==> config.mk <==
export PLATFORM = sky130hd
export DESIGN_NAME = branch_target_cache
export DESIGN_NICKNAME = d
export VERILOG_FILES = /design/src/rtl/btb_pkg.sv /design/src/rtl/btb_way_match.sv /design/src/rtl/branch_target_cache.sv
export SDC_FILE = /design/constraint.sdc
export NUM_CORES = 2
export LEC_CHECK = 0
export ABC_AREA = 1
export CORE_MARGIN = 2
export CORE_UTILIZATION = 45
export DETAILED_ROUTE_END_ITERATION = 10
export SLEW_MARGIN = 10
export SYNTH_ARGS = -nofsm -noshare
export SYNTH_HDL_FRONTEND = slang
export SYNTH_SLANG_ARGS = --single-unit
==> constraint.sdc <==
create_clock -name clk -period 4.1 [get_ports clk]
set_input_delay 0.41 -clock clk [delete_from_list [all_inputs] [get_ports clk]]
set_output_delay 0.41 -clock clk [all_outputs]
set_load 0.03 [all_outputs]
==> src/rtl/btb_pkg.sv <==
// Shared definitions for the branch target cache.
//   - 2-bit direction counter encodings and the allocation value
//   - next_counter(): saturating counter step for a resolved branch
package btb_pkg;

    localparam logic [1:0] STRONG_NT = 2'b00;
    localparam logic [1:0] WEAK_NT   = 2'b01;
    localparam logic [1:0] WEAK_T    = 2'b10;
    localparam logic [1:0] STRONG_T  = 2'b11;

    localparam logic [1:0] ALLOC_COUNTER = WEAK_T;

    // Taken moves toward STRONG_T, not-taken toward STRONG_NT; both ends stick.
    function automatic logic [1:0] next_counter(input logic [1:0] cnt, input logic taken);
        logic [1:0] nxt;
        nxt = cnt;
        if (taken) begin
            if (cnt != STRONG_T) nxt = cnt + 2'd1;
        end else begin
            if (cnt != STRONG_NT) nxt = cnt - 2'd1;
        end
        return nxt;
    endfunction

endpackage

==> src/rtl/btb_way_match.sv <==
// Combinational way selection for one set of the branch target cache.
// Ports:
//   way_tags   in  stored tags of the set, way w at [w*TAGBITWIDTH +: TAGBITWIDTH]
//   way_valid  in  valid bit per way
//   tag        in  tag being searched for
//   lru        in  LRU bit of the set (way to evict when all ways are valid)
//   hit_vec    out per-way valid && tag match
//   hit        out any way matched
//   hit_way    out index of the matching way (lowest if several)
//   victim_way out way to allocate into: lowest invalid way, else the LRU way
module btb_way_match
    import btb_pkg::*;
#(
    parameter int unsigned WAYS        = 2,
    parameter int unsigned TAGBITWIDTH = 11
) (
    input  logic [WAYS*TAGBITWIDTH-1:0] way_tags,
    input  logic [WAYS-1:0]             way_valid,
    input  logic [TAGBITWIDTH-1:0]      tag,
    input  logic                        lru,
    output logic [WAYS-1:0]             hit_vec,
    output logic                        hit,
    output logic                        hit_way,
    output logic                        victim_way
);

    always_comb begin
        hit_vec = '0;
        for (int unsigned w = 0; w < WAYS; w++) begin
            hit_vec[w] = way_valid[w] && (way_tags[w*TAGBITWIDTH +: TAGBITWIDTH] == tag);
        end
    end

    assign hit = |hit_vec;

    generate
        if (WAYS == 2) begin : g_two_way
            assign hit_way    = ~hit_vec[0] & hit_vec[1];
            assign victim_way = !way_valid[0] ? 1'b0 :
                                !way_valid[1] ? 1'b1 : lru;
        end else begin : g_one_way
            assign hit_way    = 1'b0;
            assign victim_way = 1'b0;
        end
    endgenerate

endmodule

==> src/rtl/branch_target_cache.sv <==
// Set-associative branch target buffer with per-entry 2-bit direction
// counters and per-set LRU replacement. One lookup per cycle with a
// registered prediction one cycle later; one resolved-branch update port.
// Ports:
//   clk, async_rst (async active-high), clk_en (all state holds when low)
//   Flush                      invalidate every entry and clear LRU
//   LookupValid/LookupAddress  fetch-side lookup request
//   PredictionValid/Prediction/PredictedTaken/PredictedDestination
//                              registered lookup result
//   UpdateEnable/UpdateAddress/ActualDestination/BranchTaken
//                              execute-side writeback of a resolved branch
module branch_target_cache
    import btb_pkg::*;
#(
    parameter int unsigned DATABITWIDTH  = 16,
    parameter int unsigned SETS          = 32,
    parameter int unsigned WAYS          = 2,
    parameter int unsigned INDEXBITWIDTH = $clog2(SETS),
    parameter int unsigned TAGBITWIDTH   = DATABITWIDTH - INDEXBITWIDTH
) (
    input  logic                    clk,
    input  logic                    async_rst,
    input  logic                    clk_en,
    input  logic                    Flush,
    input  logic                    LookupValid,
    input  logic [DATABITWIDTH-1:0] LookupAddress,
    output logic                    PredictionValid,
    output logic [1:0]              Prediction,
    output logic                    PredictedTaken,
    output logic [DATABITWIDTH-1:0] PredictedDestination,
    input  logic                    UpdateEnable,
    input  logic [DATABITWIDTH-1:0] UpdateAddress,
    input  logic [DATABITWIDTH-1:0] ActualDestination,
    input  logic                    BranchTaken
);

    logic [WAYS-1:0]         valid_q [SETS];
    logic [TAGBITWIDTH-1:0]  tag_mem [SETS][WAYS];
    logic [1:0]              cnt_mem [SETS][WAYS];
    logic [DATABITWIDTH-1:0] tgt_mem [SETS][WAYS];

    logic [INDEXBITWIDTH-1:0] l_idx, u_idx;
    logic [TAGBITWIDTH-1:0]   l_tag, u_tag;
    logic [WAYS*TAGBITWIDTH-1:0] l_tags, u_tags;

    logic            l_hit, l_hit_way, l_victim_unused;
    logic [WAYS-1:0] l_hit_vec_unused;
    logic            u_hit, u_hit_way, u_victim, u_lru;
    logic [WAYS-1:0] u_hit_vec_unused;

    logic u_act, u_hit_wr, u_alloc, u_way;

    assign l_idx = LookupAddress[INDEXBITWIDTH-1:0];
    assign l_tag = LookupAddress[DATABITWIDTH-1:INDEXBITWIDTH];
    assign u_idx = UpdateAddress[INDEXBITWIDTH-1:0];
    assign u_tag = UpdateAddress[DATABITWIDTH-1:INDEXBITWIDTH];

    always_comb begin
        l_tags = '0;
        u_tags = '0;
        for (int unsigned w = 0; w < WAYS; w++) begin
            l_tags[w*TAGBITWIDTH +: TAGBITWIDTH] = tag_mem[l_idx][w];
            u_tags[w*TAGBITWIDTH +: TAGBITWIDTH] = tag_mem[u_idx][w];
        end
    end

    btb_way_match #(.WAYS(WAYS), .TAGBITWIDTH(TAGBITWIDTH)) u_lookup_match (
        .way_tags   (l_tags),
        .way_valid  (valid_q[l_idx]),
        .tag        (l_tag),
        .lru        (1'b0),
        .hit_vec    (l_hit_vec_unused),
        .hit        (l_hit),
        .hit_way    (l_hit_way),
        .victim_way (l_victim_unused)
    );

    btb_way_match #(.WAYS(WAYS), .TAGBITWIDTH(TAGBITWIDTH)) u_update_match (
        .way_tags   (u_tags),
        .way_valid  (valid_q[u_idx]),
        .tag        (u_tag),
        .lru        (u_lru),
        .hit_vec    (u_hit_vec_unused),
        .hit        (u_hit),
        .hit_way    (u_hit_way),
        .victim_way (u_victim)
    );

    // Flush wins over a same-edge update, so the update is gated here.
    assign u_act    = clk_en && UpdateEnable && !Flush;
    assign u_hit_wr = u_act && u_hit;
    assign u_alloc  = u_act && !u_hit && BranchTaken;
    assign u_way    = u_hit ? u_hit_way : u_victim;

    generate
        if (WAYS == 2) begin : g_lru
            logic [SETS-1:0] lru_q;

            always_ff @(posedge clk or posedge async_rst) begin
                if (async_rst) begin
                    lru_q <= '0;
                end else if (clk_en) begin
                    if (Flush) begin
                        lru_q <= '0;
                    end else if (u_hit_wr || u_alloc) begin
                        lru_q[u_idx] <= ~u_way;
                    end
                end
            end

            assign u_lru = lru_q[u_idx];
        end else begin : g_no_lru
            assign u_lru = 1'b0;
        end
    endgenerate

    always_ff @(posedge clk or posedge async_rst) begin
        if (async_rst) begin
            for (int unsigned s = 0; s < SETS; s++) valid_q[s] <= '0;
        end else if (clk_en) begin
            if (Flush) begin
                for (int unsigned s = 0; s < SETS; s++) valid_q[s] <= '0;
            end else if (u_alloc) begin
                valid_q[u_idx][u_way] <= 1'b1;
            end
        end
    end

    // Tag/counter/target storage is qualified by valid_q and needs no reset.
    always_ff @(posedge clk) begin
        if (u_hit_wr) begin
            cnt_mem[u_idx][u_way] <= next_counter(cnt_mem[u_idx][u_way], BranchTaken);
            if (BranchTaken) tgt_mem[u_idx][u_way] <= ActualDestination;
        end else if (u_alloc) begin
            tag_mem[u_idx][u_way] <= u_tag;
            cnt_mem[u_idx][u_way] <= ALLOC_COUNTER;
            tgt_mem[u_idx][u_way] <= ActualDestination;
        end
    end

    // Reads see pre-update storage: same-edge lookup returns old contents.
    always_ff @(posedge clk or posedge async_rst) begin
        if (async_rst) begin
            PredictionValid      <= 1'b0;
            Prediction           <= STRONG_NT;
            PredictedTaken       <= 1'b0;
            PredictedDestination <= '0;
        end else if (clk_en) begin
            if (LookupValid && !Flush && l_hit) begin
                PredictionValid      <= 1'b1;
                Prediction           <= cnt_mem[l_idx][l_hit_way];
                PredictedTaken       <= cnt_mem[l_idx][l_hit_way][1];
                PredictedDestination <= tgt_mem[l_idx][l_hit_way];
            end else if (LookupValid) begin
                PredictionValid      <= 1'b0;
                Prediction           <= STRONG_NT;
                PredictedTaken       <= 1'b0;
                PredictedDestination <= '0;
            end else begin
                PredictionValid <= 1'b0;
                PredictedTaken  <= 1'b0;
            end
        end
    end

endmodule

# Yosys cells after proc, flatten, opt, wreduce, memory -nomap -nowiden
# Memories as Yosys holds them, arrays and structs flattened.
# Cells that the tools add are included.
# W data, S select, Z words.
dict set report op_classes {
  muxes 93
  reduce_logical 27
  magnitude_cmp 10
  n_eq_ne 5
  n_addsub 2
  bitwise 46
}
# op count
set op_table {}
lappend op_table {{$mux W32} 4}
lappend op_table {{$mux W64} 2}
lappend op_table {{$mux W16} 6}
lappend op_table {{$or A64 B64 Y64} 1}
lappend op_table {{$mux W1} 49}
lappend op_table {{$eq A11 B11 Y1} 4}
lappend op_table {{$mux W2} 18}
lappend op_table {{$or A1 B1 Y1} 36}
lappend op_table {{$bwmux W32} 1}
lappend op_table {{$mux W22} 1}
lappend op_table {{$bmux W2 S5} 2}
lappend op_table {{$demux W16 S1} 1}
lappend op_table {{$logic_and A1 B1 Y1} 15}
lappend op_table {{$ge A6 B6 Y1 const B} 2}
lappend op_table {{$not A5 Y6} 2}
lappend op_table {{$demux W11 S1} 1}
lappend op_table {{$mux W11} 1}
lappend op_table {{$demux W2 S5} 1}
lappend op_table {{$mux W4} 2}
lappend op_table {{$reduce_bool A2 Y1} 4}
lappend op_table {{$lt A5 B6 Y1 const B} 1}
lappend op_table {{$lt A6 B1 Y1 const B} 1}
lappend op_table {{$reduce_and A2 Y1} 3}
lappend op_table {{$bmux W1 S5} 1}
lappend op_table {{other kinds (17)} 24}
dict set report word_totals {
  ramBits 1856
  output_inout_bits 20
  elab_cells 223
  mem_count 3
  register_bits 116
}
# name words word_bits read_ports rd_ports_with_merged_regs write_ports line
set mem_list {}
lappend mem_list {tgt_mem 32 32 1 0 1 branch_target_cache.sv:40} ;# logic [DATABITWIDTH-1:0] tgt_mem [SETS][WAYS];
lappend mem_list {tag_mem 32 22 2 0 1 branch_target_cache.sv:38} ;# logic [TAGBITWIDTH-1:0] tag_mem [SETS][WAYS];
lappend mem_list {cnt_mem 32 4 2 0 1 branch_target_cache.sv:39} ;# logic [1:0] cnt_mem [SETS][WAYS];

# Depth between registers and ports, before layout
dict set report depth {
  depth_word 17
  depth_mapped 27
  depth_no_buf 23
}

# Cells and area by module
# Synthesis repeated with hierarchy kept, for this count alone.
dict set report hier_totals {
  hier_cells 8185
  hier_area_um2 87466.4
}
# module area_each_um2 seq_area_each_um2 n_inst cells_each
set by_module_without_submodules {}
lappend by_module_without_submodules {branch_target_cache 86553.0 58636.2 1 7989}
lappend by_module_without_submodules {btb_way_match 456.7 0.0 2 98}

# Least setup slack after synthesis
# Ideal clock, no wire load.
dict set report synth_timing {
  kind {input to register}
  from {in UpdateAddress[0]}
  to {mem cnt_mem[0][0] (netlist name) (data pin)}
  slack_ns 0.559
  path_buffers 6
  arrival_time_ns 3.190
  stages 23
  required_ns 3.749
  path_cell_list {buf_6 > buf_6 > buf_4 > buf_2 > nand2_1 > a21oi_1 > o21ai_0 > nand2_1 > nor2_1 > nand3_1 > nand2_1 > nand2_1 > nor2_1 > nand3_1 > nand2_2 > nand2_2 > buf_6 > buf_6 > nand2_1 > nand3_1 > nand2_1 > nand2_1 > nor2_1}
}
dict set report synth_via {
  elab_chain_cells 17
}
# element line
set synth_lines {}
lappend synth_lines {{start: declaration} branch_target_cache.sv:32} ;# input logic [DATABITWIDTH-1:0] UpdateAddress,
lappend synth_lines {{parallel branches: the longest is 16 deep, another holds $mem_v2 Z32 W22} --}
lappend synth_lines {{$mux W1 (no line) (*)} --}
lappend synth_lines {{end: declaration} branch_target_cache.sv:39}
# Every way passes the cells marked *. The select of a mux whose other input is x is not followed.

# Worst setup path after layout
dict set report layout_timing {
  from {reg valid_q[13] (netlist name)}
  to {mem tag_mem[10][18] (netlist name), enable pin}
}
dict set report layout_via {
  elab_chain_cells 12
}
# element line
set layout_lines {}
lappend layout_lines {{start: declaration} branch_target_cache.sv:37} ;# logic [WAYS-1:0] valid_q [SETS];
lappend layout_lines {{start signal: indexed assignment} branch_target_cache.sv:124} ;# valid_q[u_idx][u_way] <= 1'b1;
lappend layout_lines {{$bmux W2 S5 (*)} branch_target_cache.sv:80} ;# .way_valid (valid_q[u_idx]),
lappend layout_lines {{$mux W2 (implied by the code) (*) (2 in a row)} branch_target_cache.sv:80}
lappend layout_lines {{$mux W1 or $logic_and A1 B1 Y1 (tied branches)} {btb_way_match.sv:40, btb_way_match.sv:30}}
lappend layout_lines {{$mux W1 (tied with other cells)} btb_way_match.sv:39} ;# assign victim_way = !way_valid[0] ? 1'b0 :
lappend layout_lines {{$mux W1} branch_target_cache.sv:93} ;# assign u_way = u_hit ? u_hit_way : u_victim;
lappend layout_lines {{$not A1 Y2 (implied by the code)} branch_target_cache.sv:135} ;# tag_mem[u_idx][u_way] <= u_tag;
lappend layout_lines {{$ge A2 B2 Y1 (implied by the code) or $lt A2 B1 Y1 (tied branches)} branch_target_cache.sv:135}
lappend layout_lines {{$logic_and A1 B1 Y1 (implied by the code)} branch_target_cache.sv:135}
lappend layout_lines {{$mux W11 (implied by the code)} branch_target_cache.sv:135}
lappend layout_lines {{$demux W11 S1} branch_target_cache.sv:135}
lappend layout_lines {{$mux W22 (implied by the code) (*)} branch_target_cache.sv:135}
lappend layout_lines {{end: declaration} branch_target_cache.sv:38}
# Every way passes the cells marked *; elsewhere a longest branch is shown, timed or not. The select of a mux whose other input is x is not followed.

==> results.cfg <==
[synthesis]
ys_ff_latch = 1972
synth_top_area_share_pct = 62.21
post_synth.cell_area_avg_sq_um = 9.935
synth_edf_count = 1856
ys_top_cells_by_count = 3,619 x nand2_1, 1,856 x edfxtp_1, 849 x nand3_1, 683 x a21oi_1, 383 x nor2_1
async_reset_ff_share_pct = 5.882
synthesis.nets = 9072
synth-main-ff-cell = edfxtp_1
muxShareOfSynthArea_pct = 0
yosysWarnings = 0
yosysMostFrequentCell = nand2_1
synth.distinct_cells = 40
yosys.area_share.adder_pct = 0
synth-xor-area-share_pct = 0.05866
synth_area_sq_um = 89580
seq_area_frac_synth_pct = 65.46
synth-simple-area-share_pct = 22.24
yosysTopAreaCell = edfxtp_1
synth_top_family_by_area = simple AND/OR/NAND/NOR gates
synth-compound-area-share_pct = 8.478
syn-instance-count = 9017
synthTopCellsByArea = edfxtp_1 62%, nand2_1 15%, nand3_1 4.7%, a21oi_1 3.8%, dfrtp_1 3.2%

[power]
p_clk_share_pct = 41.2
share_comb_of_total_power_pct = 9.7
sw_frac_of_total_pct = 25.33
power_switching_mw = 11.44
finalPower_mw = 45.16
p_per_area_nw_per_um2 = 431.6
p_int_mw = 33.72
power_frac_seq_pct = 49.1
p_leak_nw = 39.64
ir_drop_uv = 505.6

[die]
die_y_um = 450.2
die_w_um = 450.2
fp.dieArea_sq_um = 202700
ioPinCount = 75
start_util_pct = 45.33
rows = 163
core_sq_um = 197600

[global_route]
antenna_found_initial = 11
first_global_vias = 67530
grt_max_degree = 123
grt-ovfl-total = 0
grt_use_met2_pct = 49.49
use_met1_pct = 43.82
use_met3_pct = 5.390
grt.busiest_layer = met2
grt_pass1_wl_mm = 475.6
grt_use_total_pct = 31.92

[min_path]
hold_path_class = primary input to async pin

[route]
drt_iter0_markers = 10510
drt-total-wl_mm = 331.6
vias = 72260
viasPerCell = 5.978
dr.pass1.iters = 7
drc = 0
wl_per_cell_um = 27.43
ant_nets = 0

[worst_setup_path]
reg2reg_to = tag_mem[10][18]
reg2reg_from = valid_q[13]
reg2reg_depth = 23
crit_type = register to register
crit_path_end = tag_mem[10][18]
crit_required_ns = 4.62
crit_start = valid_q[13]
r2r_slack_ns = 0.20
crit_slowest_cell = dfrtp_1
crit_top_cell = nand2_1
cp-start-kind = register
path_cells = inv_1 > nor2_1 > a21oi_1 > nand2_1 > buf_12 > nand2_1 > nand2_1 > nor2_1 > nand2_1 > nand2_1 > inv_1 > nand2_1 > nor2_1 > nand3_1 > buf_4 > buf_4 > nand3_2 > buf_4 > inv_2 > nand2_1 > buf_4 > nor2_1 > buf_4
cp_max_fo = 11
slowest_delay_ns = 0.39
critPathCaptureType = register
cp.arrival_ns = 4.42

[clock_network]
cts_root_buf = clkbuf_16
clk_path_buf_depth = 3
cts_num_sinks = 1972
ctsHtreeMaxLevel = 4
cts_buffers = 207
clk_latency_ns = 0.88
cts.clk_slew.worst_paths_ns = 0.06
cts_tree = yes

[final_layout]
final_area_sq_um = 104600
layout-drive-gt1-share_pct = 10.85
synthToLayoutAreaGrowth_pct = 16.80
fin_nets = 9323

[sta]
setup_viol = 0
fin_crit_ns = 3.903
max_freq_ghz = 0.2562
hold_violations = 0
worst_pin_slew_ns = 1.269
max_slew_margin_pct = 15.39
rsz0062_at_grt = no
fin_crit_sh_pct = 95.20
skew_ns = 0.06301
report.final.slew_viol_count = 0

[flow_run]
drv_cap = 0

[place]
dpl_cell_area_sq_um = 97910
gp_congestion = 1.002
io_buffers = 74
dp_hpwl_mm = 215.8

[status]
status = finished, final reports clean
## metrics by stage
step           std cells  worst slack (ns)  utilization (%)  hold slack, ns  setup TNS, ns
6_report           12090            0.1968            52.95         0.03048              0
5_1_grt            12080           0.06546            52.94         0.04580              0
4_1_cts            12080            0.1603            52.94         0.03193              0
3_5_place_dp       11700           -0.3928            49.54          0.4640        -309.17
3_3_place_gp       11700           -0.3775            49.54          0.4580        -208.71
2_1_floorplan       9017            0.5586                -          0.4425              0
## placed cells by master, fill, tap and decap left out, types with 35 or more instances in the layout
cell,synthesis,routed
nand2_1,3619,3617
edfxtp_1,1856,1856
nand3_1,849,849
a21oi_1,683,683
buf_4,6,386
nor2_1,383,322
clkbuf_16,0,207
buf_12,0,197
inv_1,171,169
a22oi_1,168,168
o21ai_0,126,126
dfrtp_1,116,116
o22ai_1,70,70
nor2_2,1,62
nand4_1,57,57
a221oi_1,56,56
clkinv_1,2,54
o21ai_1,54,53
clkbuf_1,342,45
clkdlybuf4s50_1,0,39
o31ai_1,36,36
a221o_1,35,35
## routing by layer
metal  vias to the layer above  part of all wire (%)
li1                      31790                     -
met1                     35470                    39
met2                      4267                    46
met3                       725                   9.7
met4                        10                   5.3
met5                         -                 0.020
## cell type report
| cell class | count | area, sq um |
|---|---|---|
| diodes | 4 | 10.01 |
| flip-flops and latches | 1972 | 58640 |
| fillers | 17290 | 92990 |
| well taps | 2640 | 3303 |
| multi-input cells | 6238 | 27770 |
| clock inverters | 130 | 1295 |
| clock buffers | 254 | 5376 |
| repair buffers | 658 | 7467 |
| inverters | 191 | 769.5 |
## timing repair
action | CTS | global route
buffers inserted | 0 | 0
endpoints found under the setup margin | 0 | 11
hold buffers | 4 | 0
resized for setup | 0 | 1
hold endpoints to repair | 49 | 0
## power groups by stage
stage                     combinational [mW]  sequential (mW)  clock, mW
final                                   4.37             22.2       18.6
after global routing                    4.62             22.2       19.6
after CTS                               4.29             22.2       18.8
after detailed placement                4.28             22.6          0
after global placement                  4.27             22.6          0
after floorplan                         2.15             22.6          0
## registers in the layout, indices dropped and copies added, names as in the netlist
signal	flops
Prediction	2
tgt_mem	1024
valid_q	64
g_lru.lru_q	32
PredictedTaken	1
PredictedDestination	16
cnt_mem	128
tag_mem	704
PredictionValid	1
## worst min path at each step
| stage | start | to | slack, ns | cells after the start |
|---|---|---|---|---|
| 6_report | async_rst | PredictedTaken | 0.03 | 2 |
| 5_1_grt | async_rst | PredictedTaken | 0.05 | 2 |
| 4_1_cts | async_rst | PredictedTaken | 0.03 | 2 |
| 3_5_place_dp | g_lru.lru_q[20] | g_lru.lru_q[20] | 0.46 | 2 |
| 3_3_place_gp | g_lru.lru_q[14] | g_lru.lru_q[14] | 0.46 | 2 |
| 2_1_floorplan | g_lru.lru_q[10] | g_lru.lru_q[10] | 0.44 | 2 |
## critical path: cells and delay by family, from the launching register on
kind            cells  cell delay [ns]
simple gates       13             1.64
buf+inv             9             1.32
flops               1             0.39
compound gates      1             0.19
## cells by family (layout without fill, tap and decap cells)
logic type      count (synthesis)  count (layout)
compound gates               1282            1282
xor+xnor                        6               6
buf+inv                       807            1233
flops                        1972            1972
other cells                     0               4
simple gates                 4950            4950
(Power assumes the default switching activity.)
